--- src/rtl/SerialTOFEDDefs.sv ---
// Shared types for the serial 3-of-5 check lane scheduler.
package SerialTOFEDDefs;

  typedef enum logic {FALSE = 1'b0, TRUE = 1'b1} bool_t;

  typedef enum logic [1:0] {
    ST_IDLE   = 2'd0,
    ST_SHIFT  = 2'd1,
    ST_REPORT = 2'd2,
    ST_GAP    = 2'd3
  } sched_state_t;

endpackage

--- src/rtl/tofed_rr_arbiter.sv ---
// Combinational round-robin pick: first asserted request at or after ptr, wrapping.
module tofed_rr_arbiter #(
  parameter int NREQ = 4
) (
  input  logic [NREQ-1:0]                            req,
  input  logic [((NREQ > 1) ? $clog2(NREQ) : 1)-1:0] ptr,
  input  logic                                       en,
  output logic [NREQ-1:0]                            grant,
  output logic [((NREQ > 1) ? $clog2(NREQ) : 1)-1:0] gid,
  output logic                                       any
);

  localparam int IDW = (NREQ > 1) ? $clog2(NREQ) : 1;

  logic [IDW-1:0] idx;

  // Walk from the farthest offset back to ptr so the nearest hit wins.
  always_comb begin
    grant = '0;
    gid   = '0;
    any   = 1'b0;
    idx   = '0;
    for (int k = NREQ - 1; k >= 0; k--) begin
      idx = IDW'((int'(ptr) + k) % NREQ);
      if (en && req[idx]) begin
        grant      = '0;
        grant[idx] = 1'b1;
        gid        = idx;
        any        = 1'b1;
      end
    end
  end

endmodule

--- src/rtl/tofed_rr_scheduler.sv ---
// Round-robin sharing of one serial 3-of-5 check lane among NREQ word producers.
// state     | meaning
// ST_IDLE   | waiting for a request; grant and latch word on any req_valid
// ST_SHIFT  | driving word MSB-first on ser_din, counting ones
// ST_REPORT | one-cycle result strobe
// ST_GAP    | idle spacing before the next grant
module tofed_rr_scheduler
  import SerialTOFEDDefs::*;
#(
  parameter int NREQ        = 4,
  parameter int WORD_W      = 5,
  parameter int ONES_TARGET = 3,
  parameter int GAP         = 1
) (
  input  logic                                       clk,
  input  logic                                       resetH,
  input  logic [NREQ-1:0]                            req_valid,
  input  logic [NREQ*WORD_W-1:0]                     req_word,
  output logic [NREQ-1:0]                            req_ready,
  output logic                                       ser_din,
  output logic                                       ser_active,
  output logic                                       ser_first,
  output logic                                       res_valid,
  output logic [((NREQ > 1) ? $clog2(NREQ) : 1)-1:0] res_id,
  output logic [WORD_W-1:0]                          res_word,
  output bool_t                                      res_is_tofed,
  output logic                                       busy
);

  localparam int IDW = (NREQ > 1) ? $clog2(NREQ) : 1;
  localparam int BW  = (WORD_W > 1) ? $clog2(WORD_W) : 1;
  localparam int OW  = $clog2(WORD_W + 1);
  localparam logic [1:0] GAP_LOAD = (GAP > 0) ? 2'(GAP - 1) : 2'd0;

  sched_state_t      state_q;
  logic [WORD_W-1:0] word_q;
  logic [IDW-1:0]    id_q;
  logic [IDW-1:0]    ptr_q;
  logic [BW-1:0]     bit_idx_q;
  logic [OW-1:0]     ones_q;
  logic [OW-1:0]     ones_d;
  logic [1:0]        gap_q;
  logic [IDW-1:0]    res_id_q;
  logic [WORD_W-1:0] res_word_q;
  bool_t             res_tofed_q;

  logic [NREQ-1:0]   grant;
  logic [IDW-1:0]    gid;
  logic              any;
  logic              arb_en;
  logic [WORD_W-1:0] gnt_word;

  // Reset masks the grant so req_ready stays low while resetH is high.
  assign arb_en = (state_q == ST_IDLE) && !resetH;

  tofed_rr_arbiter #(.NREQ(NREQ)) u_arb (
    .req   (req_valid),
    .ptr   (ptr_q),
    .en    (arb_en),
    .grant (grant),
    .gid   (gid),
    .any   (any)
  );

  assign gnt_word     = req_word[int'(gid)*WORD_W +: WORD_W];
  assign req_ready    = grant;
  assign ser_active   = (state_q == ST_SHIFT);
  assign ser_din      = ser_active & word_q[bit_idx_q];
  assign ser_first    = ser_active && (bit_idx_q == BW'(WORD_W - 1));
  assign res_valid    = (state_q == ST_REPORT);
  assign busy         = (state_q != ST_IDLE);
  assign res_id       = res_id_q;
  assign res_word     = res_word_q;
  assign res_is_tofed = res_tofed_q;
  assign ones_d       = ones_q + OW'(ser_din);

  always_ff @(posedge clk) begin
    if (resetH) begin
      state_q     <= ST_IDLE;
      ptr_q       <= '0;
      word_q      <= '0;
      id_q        <= '0;
      bit_idx_q   <= '0;
      ones_q      <= '0;
      gap_q       <= '0;
      res_id_q    <= '0;
      res_word_q  <= '0;
      res_tofed_q <= FALSE;
    end else begin
      case (state_q)
        ST_IDLE: begin
          if (any) begin
            word_q    <= gnt_word;
            id_q      <= gid;
            ones_q    <= '0;
            bit_idx_q <= BW'(WORD_W - 1);
            ptr_q     <= (gid == IDW'(NREQ - 1)) ? '0 : gid + 1'b1;
            state_q   <= ST_SHIFT;
          end
        end
        ST_SHIFT: begin
          ones_q <= ones_d;
          // Result fields are captured on the last bit so they are valid during REPORT.
          if (bit_idx_q == '0) begin
            res_id_q    <= id_q;
            res_word_q  <= word_q;
            res_tofed_q <= (ones_d == OW'(ONES_TARGET)) ? TRUE : FALSE;
            state_q     <= ST_REPORT;
          end else begin
            bit_idx_q <= bit_idx_q - 1'b1;
          end
        end
        ST_REPORT: begin
          if (GAP > 0) begin
            gap_q   <= GAP_LOAD;
            state_q <= ST_GAP;
          end else begin
            state_q <= ST_IDLE;
          end
        end
        ST_GAP: begin
          if (gap_q == '0) state_q <= ST_IDLE;
          else             gap_q   <= gap_q - 1'b1;
        end
        default: state_q <= ST_IDLE;
      endcase
    end
  end

endmodule
--- config.mk ---
export PLATFORM = sky130hd
export DESIGN_NAME = tofed_rr_scheduler
export DESIGN_NICKNAME = d
export VERILOG_FILES = /design/src/rtl/SerialTOFEDDefs.sv /design/src/rtl/tofed_rr_arbiter.sv /design/src/rtl/tofed_rr_scheduler.sv
export SDC_FILE = /design/constraint.sdc
export NUM_CORES = 1
export LEC_CHECK = 0
export CAP_MARGIN = 30
export CORE_ASPECT_RATIO = 0.6
export CORE_MARGIN = 2
export CORE_UTILIZATION = 55
export DETAILED_ROUTE_END_ITERATION = 8
export HOLD_SLACK_MARGIN = 0.05
export PLACE_DENSITY = 0.95
export SLEW_MARGIN = 20
export SYNTH_ARGS = -nofsm -noshare
export SYNTH_HDL_FRONTEND = slang
export SYNTH_SLANG_ARGS = --single-unit
--- constraint.sdc ---
create_clock -name clk -period 8.5 [get_ports clk]
set_input_delay 1.7 -clock clk [delete_from_list [all_inputs] [get_ports clk]]
set_output_delay 1.7 -clock clk [all_outputs]
set_load 0.05 [all_outputs]
# After elaboration in Yosys (flattened, before gate mapping)
# Index checks and enable logic that the tools add are counted.
# W data, S select, Z words.
[word_totals]
word_cells = 106
latchBits = 0
mem_bits_rw = 0
mem_count = 0
mem_bits_ro = 0
ff_bits = 27
[classes]
div = 0
reduce_logical = 23
order_cmp = 9
n_mul = 1
n_eq_ne = 11
addsub = 7
n_shift = 1
n_bitwise = 1
mux = 43
[op_table]
columns = ["operator", "count"]
rows = [
  ["$shiftx A20 B6 Y5", 1],
  ["$mux W2", 9],
  ["$mux W4", 4],
  ["$mux W1", 14],
  ["$lt A2 B3 Y1 const B", 4],
  ["$pmux W3 S2", 2],
  ["$logic_and A1 B1 Y1", 10],
  ["$mux W3", 3],
  ["$bmux W1 S2", 4],
  ["$demux W1 S2", 4],
  ["$ge A2 B1 Y1 const B", 4],
  ["$ne A2 B2 Y1 const B", 4],
  ["$pmux W2 S4", 1],
  ["$reduce_and A2 Y1", 4],
  ["$eq A2 B2 Y1 const B", 3],
  ["$reduce_and A3 Y1", 2],
  ["$reduce_bool A2 Y1", 3],
  ["$mul A2 B3 Y5 const B", 1],
  ["$add A2 B1 Y2 const B", 2],
  ["$add A2 B2 Y2 const B", 2],
  ["$logic_not A2 Y1", 2],
  ["$lt A3 B4 Y1 const B", 1],
  ["$pmux W2 S2", 1],
  ["$add A3 B1 Y3", 1],
  ["10 further kinds", 10],
]

# Depth between registers and ports, before layout
# Gate-level depths: netlist of the first run.
[logic_depth]
ltp_word = 10
mapped_depth = 11

# Cells and area by module
# Synthesis of the first run repeated with hierarchy kept, for this count alone.
[hier_totals]
hier_cells = 235
area_unflattened_um2 = 1999.4
[modules_own_cells]
columns = ["module", "instances", "seq_area_each_um2", "area_each_um2", "cells_per_inst"]
rows = [
  ["tofed_rr_scheduler", 1, 540.5, 1451.4, 162],
  ["tofed_rr_arbiter", 1, 0.0, 548.0, 73],
]

# Worst setup path before layout of the first run
# Ideal clock, no wire load.
[synth_path]
kind = "input-to-output"
startpoint = "in req_valid[2]"
endpoint = "out req_ready[0]"
path_slack_ps = 2868
path_buffers = 1
cell_stages = 5
arrival_ps = 3932
path_cell_list = "buf_2 mux4_2 nor3b_1 a22oi_1 o21ai_0"
[synth_between]
elab_chain_cells = 7
elab_cells_between_ends = 16
[synth_lines]
columns = ["element", "line_no", "source"]
rows = [
  ["start, declared", "tofed_rr_scheduler.sv:17", "input logic [NREQ-1:0] req_valid,"],
  ["$bmux W1 S2", "tofed_rr_arbiter.sv:25", "if (en && req[idx]) begin"],
  ["$mux W1 (not written as such)", "tofed_rr_arbiter.sv:25", ""],
  ["$logic_and A1 B1 Y1", "tofed_rr_arbiter.sv:25", ""],
  ["$mux W4 (3 in a row)", "tofed_rr_arbiter.sv:25", ""],
  ["$mux W4 (*)", "tofed_rr_arbiter.sv:25", ""],
  ["end, declared", "tofed_rr_scheduler.sv:19", "output logic [NREQ-1:0] req_ready,"],
]
# Every way passes the cells marked *; elsewhere a longest branch is shown, timed or not. The select of a mux whose other input is x is not followed.

# Worst setup path after layout of the first run
[layout_path]
startpoint = "in resetH"
endpoint = "out req_ready[2]"
[layout_between]
elab_chain_cells = 7
elab_cells_between_ends = 10
[layout_lines]
columns = ["element", "line_no", "source"]
rows = [
  ["start, declared", "tofed_rr_scheduler.sv:16", "input logic resetH,"],
  ["$logic_not A1 Y1 (*)", "tofed_rr_scheduler.sv:54", "assign arb_en = (state_q == ST_IDLE) && !resetH;"],
  ["$logic_and A1 B1 Y1 (*)", "tofed_rr_scheduler.sv:54", ""],
  ["$logic_and A1 B1 Y1", "tofed_rr_arbiter.sv:25", ""],
  ["$mux W4 (3 in a row)", "tofed_rr_arbiter.sv:25", ""],
  ["$mux W4 (*)", "tofed_rr_arbiter.sv:25", ""],
]
# Every way passes the cells marked *; elsewhere a longest branch is shown, timed or not.

==> results of run 1 <==
[worst max path at each step]
stage | end | startpoint
after CTS | req_ready[1] | resetH
after global routing | req_ready[1] | resetH
after detailed placement | req_ready[1] | resetH
after global placement | req_ready[1] | resetH
final | req_ready[2] | resetH
after floorplan | req_ready[0] | req_valid[2]
[area by class of cell]
cell class	count	share of cell area, %
Multi-Input combinational cell	194	55.9
Timing Repair Buffer	42	16.7
Clock buffer	3	1.64
Sequential cell	27	21.5
Inverter	11	1.64
Tap cell	47	2.34
Clock inverter	1	0.199
[synthesized netlist by cell type (all sizes together) (6+ instances only)]
master  count
dfxtp      27
clkbuf      8
inv        10
nor3b       9
buf         8
nand2      21
a32oi       7
nand4       6
a22oi       9
nor2       20
a21oi      21
nand3b      6
o21ai       8
nand3      11
ha         18
[flip-flops by register name, indices dropped and copies added, names as in the netlist, 3 cells and up]
name / flops
res_word: 5
word_q: 5
ones_q: 3
bit_idx_q: 3
[metrics by stage]
stage	cells	instance area, µm²	power [mW]
after floorplan	248	2070	0.631
after global placement	321	2460	0.733
after detailed placement	321	2460	0.756
after CTS	325	2510	0.832
after global routing	325	2510	0.894
final	325	2510	0.837
[routing by layer]
metal	global-route usage (%)	wire length, µm	up-vias
li1	-	-	979
met1	34.0	2390	974
met2	40.6	2210	94
met3	7.94	503	6
met4	4.64	38	0
met5	0	0	-
[where the power goes]
part | internal, mW | switching, mW | leakage, nW | total [mW]
clock network | 0.0329 | 0.0399 | 0.0255 | 0.0728
registers | 0.161 | 0.0442 | 0.220 | 0.205
logic | 0.211 | 0.348 | 0.650 | 0.559
[worst register-to-register path: cells and delay by family (launching register included)]
kind / cells / cell delay [ns]
AO/OA/AOI/OAI: 3 / 0.88
adder cells (fa/ha/maj): 1 / 0.70
buffers and inverters: 1 / 0.55
flip-flops: 1 / 0.82
multiplexers: 1 / 0.43
AND/OR/NAND/NOR: 2 / 0.54
[kinds of logic after synthesis]
group           Yosys count  share of synthesized area (%)
compound gates           67                           23.1
xor+xnor                  2                          0.845
fa+ha+maj                18                           10.9
buf+inv                  27                           6.27
flops                    27                           26.1
mux                      11                           8.14
simple gates             96                           24.7
==> results.md, run 1 <==
- Min-delay worst type: flop to flop
- Post-route DRC violation count: 0
- Final setup violation count: 0
- Starting Density: a little under three fifths
- ANT nets after route: 0
- Hold path start: res_word[4]$_SDFFE_PP0P_
- DR vias: a little over 2,000
- Max Root-Sink Buffers: 2
- Synth warnings: 0
- H-Tree Depth: 1
- Worst-margin pin slew: roughly 0.9 ns
- Area taken by multi-input logic gates: around 1400 µm²
- Hold WS: ~0.46 ns
- Final Hold Fails: 0
- RR Endpoint: word_q[0]$_SDFFE_PP0P_
- Register-to-register setup slack: about 4.5 ns
- Leading area contributor after synthesis: dfxtp_1
- Initial antenna violation count: 0
- WP buf/inv: 2
- Fraction of layout cells with a size suffix above 1: around 5.8%
- Worst endpoint required time: between 6 and 7 ns
- Power Density: ~330 nW/µm²
- CTS tree: yes
- # Post-CTS Setup Buffers: 0
- Top post-synthesis cells by area: dfxtp_1 26%, ha_1 11%, a21oi_1 5.1%
- Vias per inst: ~6.3
- Largest net degree at the start of global routing: 26
- Syn avg cell area: around 8.4 µm²
- Crit-path cells: clkdlybuf4s50_1 > nand2b_1 > nor3_1 > a22oi_1 > o21ai_0 > clkdlybuf4s50_1
- Clock skew: ~0.0036 ns
- Min cycle time layout: ~6.5 ns
- Resized Gates After CTS: 0
- Status: completed
- Netlist cell types: 45
- Grt ovf: 0
- Crit path top cell by count: clkdlybuf4s50_1
- Core ar.: approximately 3600 µm²
- Final cell utilization of the core: 69.0%
- N_diodes: 0
- Fillers: 284
- CP Capture Type: primary output
- Drt total wl: between 5000 and 6000 µm
- Clock Latency Late Sink: 0.27 ns
- Post-synthesis cell count: 248
- Dpl hpwl: 3820 µm
- Die Height: about 52 µm
- Die Width: around 83 µm
- WP depth: 6
- Commonest non-fill, non-tap cell in the layout: clkdlybuf4s50_1
- CTS Hold Bufs: 0
- Post-synth ARST share: 0%
- Hold depth: 2
- Final Wtd Congestion: roughly 0.92
- Total global-route track usage: roughly a quarter
- Dominant synthesized flop cell: dfxtp_1
- Num rows: 17
- Cts bufs inserted: 3
- Period utilization: between 70% and 80%
- Initial DRC count: approximately 170
- Synth Register Bits: 27
- R2R cell count: 8
- RR Startpoint: ptr_q[0]$_SDFFE_PP0P_
- # IOs: 43
- Nets@finish: 323
- Avg WL per Cell: 15.8 µm
- Root Driver: clkbuf_8
- First-pass detailed-route iteration total: 4
- Slowest CP cell: clkdlybuf4s50_1
- Die ar.: approximately 4300 µm²
- First-pass GRT wire length: roughly 9000 µm
- Worst hold endpoint: res_word[4]$_SDFFE_PP0P_
- Number of flops mapped to enable cells by yosys: 0
- IO buf count: 42
- Crit-path leading delay family: buffers and inverters
- Leak Pwr: 0.896 nW
- Vias in the first global route: about 1,800
- Worst slew margin: 41.5%
- Reg clk slew, reported paths: ~0.09 ns
- Layout area overhead: 21.0%
- Mapped cell area: a little over 2000 µm²
- RSZ-0062 raised after global routing: no
- Setup slack after layout: 1.96 ns
- Crit-path max cell delay: around 0.86 ns
- Most frequent cells in the layout: 42 x clkdlybuf4s50_1, 27 x dfxtp_1, 21 x nand2_1, 21 x a21oi_1, 20 x nor2_1
- Slew Viols, Final: 0
- Reg area: 541 µm²
- Worst Path Max Fanout: 25
- Synth top area share: a little over a quarter
- Sequential area share after synthesis: between 20% and 30%
- Worst slack, placed: ~2.0 ns
- Setup total negative slack: 0 ns
- Clk sink count: 27
- Fmax: 153 MHz
- Max-cap viol count: 0
- CP arrival: ~4.8 ns
- Crit Path Class: input port to primary output
- Crit path launch type: input port
- Net Count, Synth: roughly 290
- Max IR drop VDD: roughly 0.00022 V
(Power assumes the default switching activity.)
==> inputs of run 2 (changes only) <==
--- a/config.mk
+++ b/config.mk
@@ -8,10 +8,10 @@
 export CAP_MARGIN = 30
 export CORE_ASPECT_RATIO = 0.6
 export CORE_MARGIN = 2
-export CORE_UTILIZATION = 55
+export CORE_UTILIZATION = 52
 export DETAILED_ROUTE_END_ITERATION = 8
 export HOLD_SLACK_MARGIN = 0.05
-export PLACE_DENSITY = 0.95
+export PLACE_DENSITY = 0.91
 export SLEW_MARGIN = 20
 export SYNTH_ARGS = -nofsm -noshare
 export SYNTH_HDL_FRONTEND = slang
==> constraint.sdc (replaced) <==
create_clock -name clk -period 6.3 [get_ports clk]
set_input_delay 1.26 -clock clk [delete_from_list [all_inputs] [get_ports clk]]
set_output_delay 1.26 -clock clk [all_outputs]
set_load 0.05 [all_outputs]
==> run 2 against run 1 <==
Effect of this change:
- core utilization shrank 1.7 points
- via count shrank 3.5%
- sequential share of layout area shrank 0.085 points
- cell area grew 0.40%
- sequential power grew 35%
- die area grew 5.4%
- clock skew grew 0.0043 ns
- register-to-register slack lost 2.1 ns
- critical path type is now flop to primary output
- highest routed layer unchanged
==> results.md, run 2 (synthesis results as in run 1) <==
- Worst-margin pin slew: 0.816 ns (-0.0595 ns)
- Routed wl met3: 407 µm (-19%)
- Initial DRC count: 106 (-36%)
- Fraction of layout cells with a size suffix above 1: 6.09% (+0.34 points)
- Total global-route track usage: 22.5% (-2.7 points)
- Commonest non-fill, non-tap cell in the layout: clkdlybuf4s50_1
- Avg WL per Cell: 15.5 µm (-2.2%)
- RSZ-0062 raised after global routing: no
- Launch point of the worst path: ptr_q[0]$_SDFFE_PP0P_
- Core ar.: 3740 µm² (+2.9%)
- H-Tree Depth: 1 (unchanged)
- Min cycle time layout: 5.60 ns
- Hold depth: 2 (unchanged)
- RR Endpoint: word_q[4]$_SDFFE_PP0P_
- CTS Hold Bufs: 0 (unchanged)
- Die ar.: 4530 µm² (+5.4%)
- R2R cell count: 8 (unchanged)
- Fmax: roughly 180 MHz
- Final Hold Fails: 0 (unchanged)
- Cts bufs inserted: 3 (unchanged)
- Root Driver: clkbuf_8
- Clock skew: 0.00795 ns (+0.00433 ns)
- Clk sink count: 27 (unchanged)
- Setup slack after layout: 0.702 ns (-1.26 ns)
- # placed instances: 322 (+0.31%)
- Most frequent cells in the layout: 42 x clkdlybuf4s50_1, 27 x dfxtp_1, 21 x nand2_1, 21 x a21oi_1, 20 x nor2_1
- Dpl hpwl: 3690 µm (-3.5%)
- Resized Gates After CTS: 0 (unchanged)
- Worst Path Max Fanout: 17 (-32%)
- Period utilization: between 80% and 90%
- RR Startpoint: ptr_q[0]$_SDFFE_PP0P_
- Status: completed
- Worst slew margin: 45.5% (+4.0 points)
- Crit-path max cell delay: 0.82 ns (-0.04 ns)
- Drt total wl: 5040 µm (-1.9%)
- ANT nets after route: 0 (unchanged)
- Crit path launch type: flop
- Starting Density: 55.4% (-1.6 points)
- Final Wtd Congestion: 0.850 (-7.8%)
- Vias in the first global route: 1,776 (-2.8%)
- # IOs: 43 (unchanged)
- Register-to-register setup slack: 2.40 ns (-2.14 ns)
- Slew Viols, Final: 0 (unchanged)
- Worst setup path endpoint: req_ready[2]
- Worst endpoint required time: 5.04 ns (-1.76 ns)
- Placed Area: 2470 µm² (+0.30%)
- IO buf count: 42 (unchanged)
- Largest net degree at the start of global routing: 26 (unchanged)
- Setup total negative slack: 0 ns (unchanged)
- # Post-CTS Setup Buffers: 0 (unchanged)
- Design Power: 1.13 mW (+35%)
- Power Density: 448 nW/µm² (+34%)
- Leak Pwr: 0.897 nW (+0.12%)
- Slowest CP cell: clkdlybuf4s50_1
- CP Capture Type: primary output
- Fin area: 2520 µm² (+0.40%)
- Layout area overhead: 21.5%
- CTS tree: yes
- Nets@finish: 324 (+0.31%)
- Final setup violation count: 0 (unchanged)
- Routed wire length on met2: 2110 µm (-4.5%)
- DR vias: 1,981 (-3.5%)
- Top sig layer: met4
- First-pass detailed-route iteration total: 4 (unchanged)
- Worst slack, placed: 1.08 ns (-0.934 ns)
- Reg clk slew, reported paths: 0.10 ns (about the same)
- Final cell utilization of the core: 67.3% (-1.7 points)
- Initial antenna violation count: 0 (unchanged)
- Hold WS: 0.461 ns (+0.00330 ns)
- Crit Path Class: flop to primary output
- Die Height: 52.9 µm (+2.6%)
- Max-cap viol count: 0 (unchanged)
- Vias per inst: 6.08 (-3.8%)
- Crit-path cells: clkinv_1 > ha_1 > mux2i_1 > nor4_1 > a31oi_1 > nor3_1 > a22oi_1 > o21ai_0 > clkdlybuf4s50_1
- Post-route DRC violation count: 0 (unchanged)
- Clock Latency Late Sink: 0.28 ns (about the same)
- CP arrival: 4.34 ns (-0.50 ns)
- Fin cells: 326 (+0.31%)
- N_diodes: 0 (unchanged)
- Grt ovf: 0 (unchanged)
- Num rows: 17 (unchanged)
- Max Root-Sink Buffers: 2 (unchanged)
- First-pass GRT wire length: 8160 µm (-7.0%)
- Min-delay worst type: flop to flop
- Max IR drop VDD: 0.000244 V (+12%)
- Met1 WL: 2520 µm (+5.1%)
- Die Width: 85.5 µm (+2.7%)
-- run 2: power breakdown --
group / switching, mW / internal, mW / total [mW]
registers: 0.0604 / 0.217 / 0.277
logic: 0.465 / 0.284 / 0.750
clock network: 0.0573 / 0.0450 / 0.102
total: 0.583 / 0.546 / 1.13
-- run 2: layer usage --
layer  track usage (%)  vias to the layer above
li1                  -                      984
met1              33.5                      913
met2              34.6                       82
met3              4.52                        2
met4              2.65                        0
met5                 0                        -
-- run 2: worst max-delay path, delay by kind of cell (launching register included) --
family,cells,cell delay [ns]
compound gates,3,0.38
flops,1,0.80
buf+inv,2,1.35
fa+ha+maj,1,0.68
mux,1,0.12
simple gates,2,0.72
-- run 2: worst min-delay path by stage --
stage                        startpoint                       end  slack (ns)
3_3_place_gp     res_id[0]$_SDFFE_PP0P_    res_id[0]$_SDFFE_PP0P_        0.44
2_1_floorplan      id_q[0]$_SDFFE_PP0P_    res_id[0]$_SDFFE_PP0P_        0.44
6_report       res_word[0]$_SDFFE_PP0P_  res_word[0]$_SDFFE_PP0P_        0.46
3_5_place_dp   res_word[4]$_SDFFE_PP0P_  res_word[4]$_SDFFE_PP0P_        0.45
4_1_cts        res_word[4]$_SDFFE_PP0P_  res_word[4]$_SDFFE_PP0P_        0.46
5_1_grt        res_word[4]$_SDFFE_PP0P_  res_word[4]$_SDFFE_PP0P_        0.48
-- run 2: cell type report --
class,instances,area (µm²)
Clock buffer,3,41.3
Clock inverter,1,7.51
Fill cell,303,1220
Inverter,11,41.3
Multi-Input combinational cell,194,1400
Sequential cell,27,541
Tap cell,47,58.8
Timing Repair Buffer,43,428
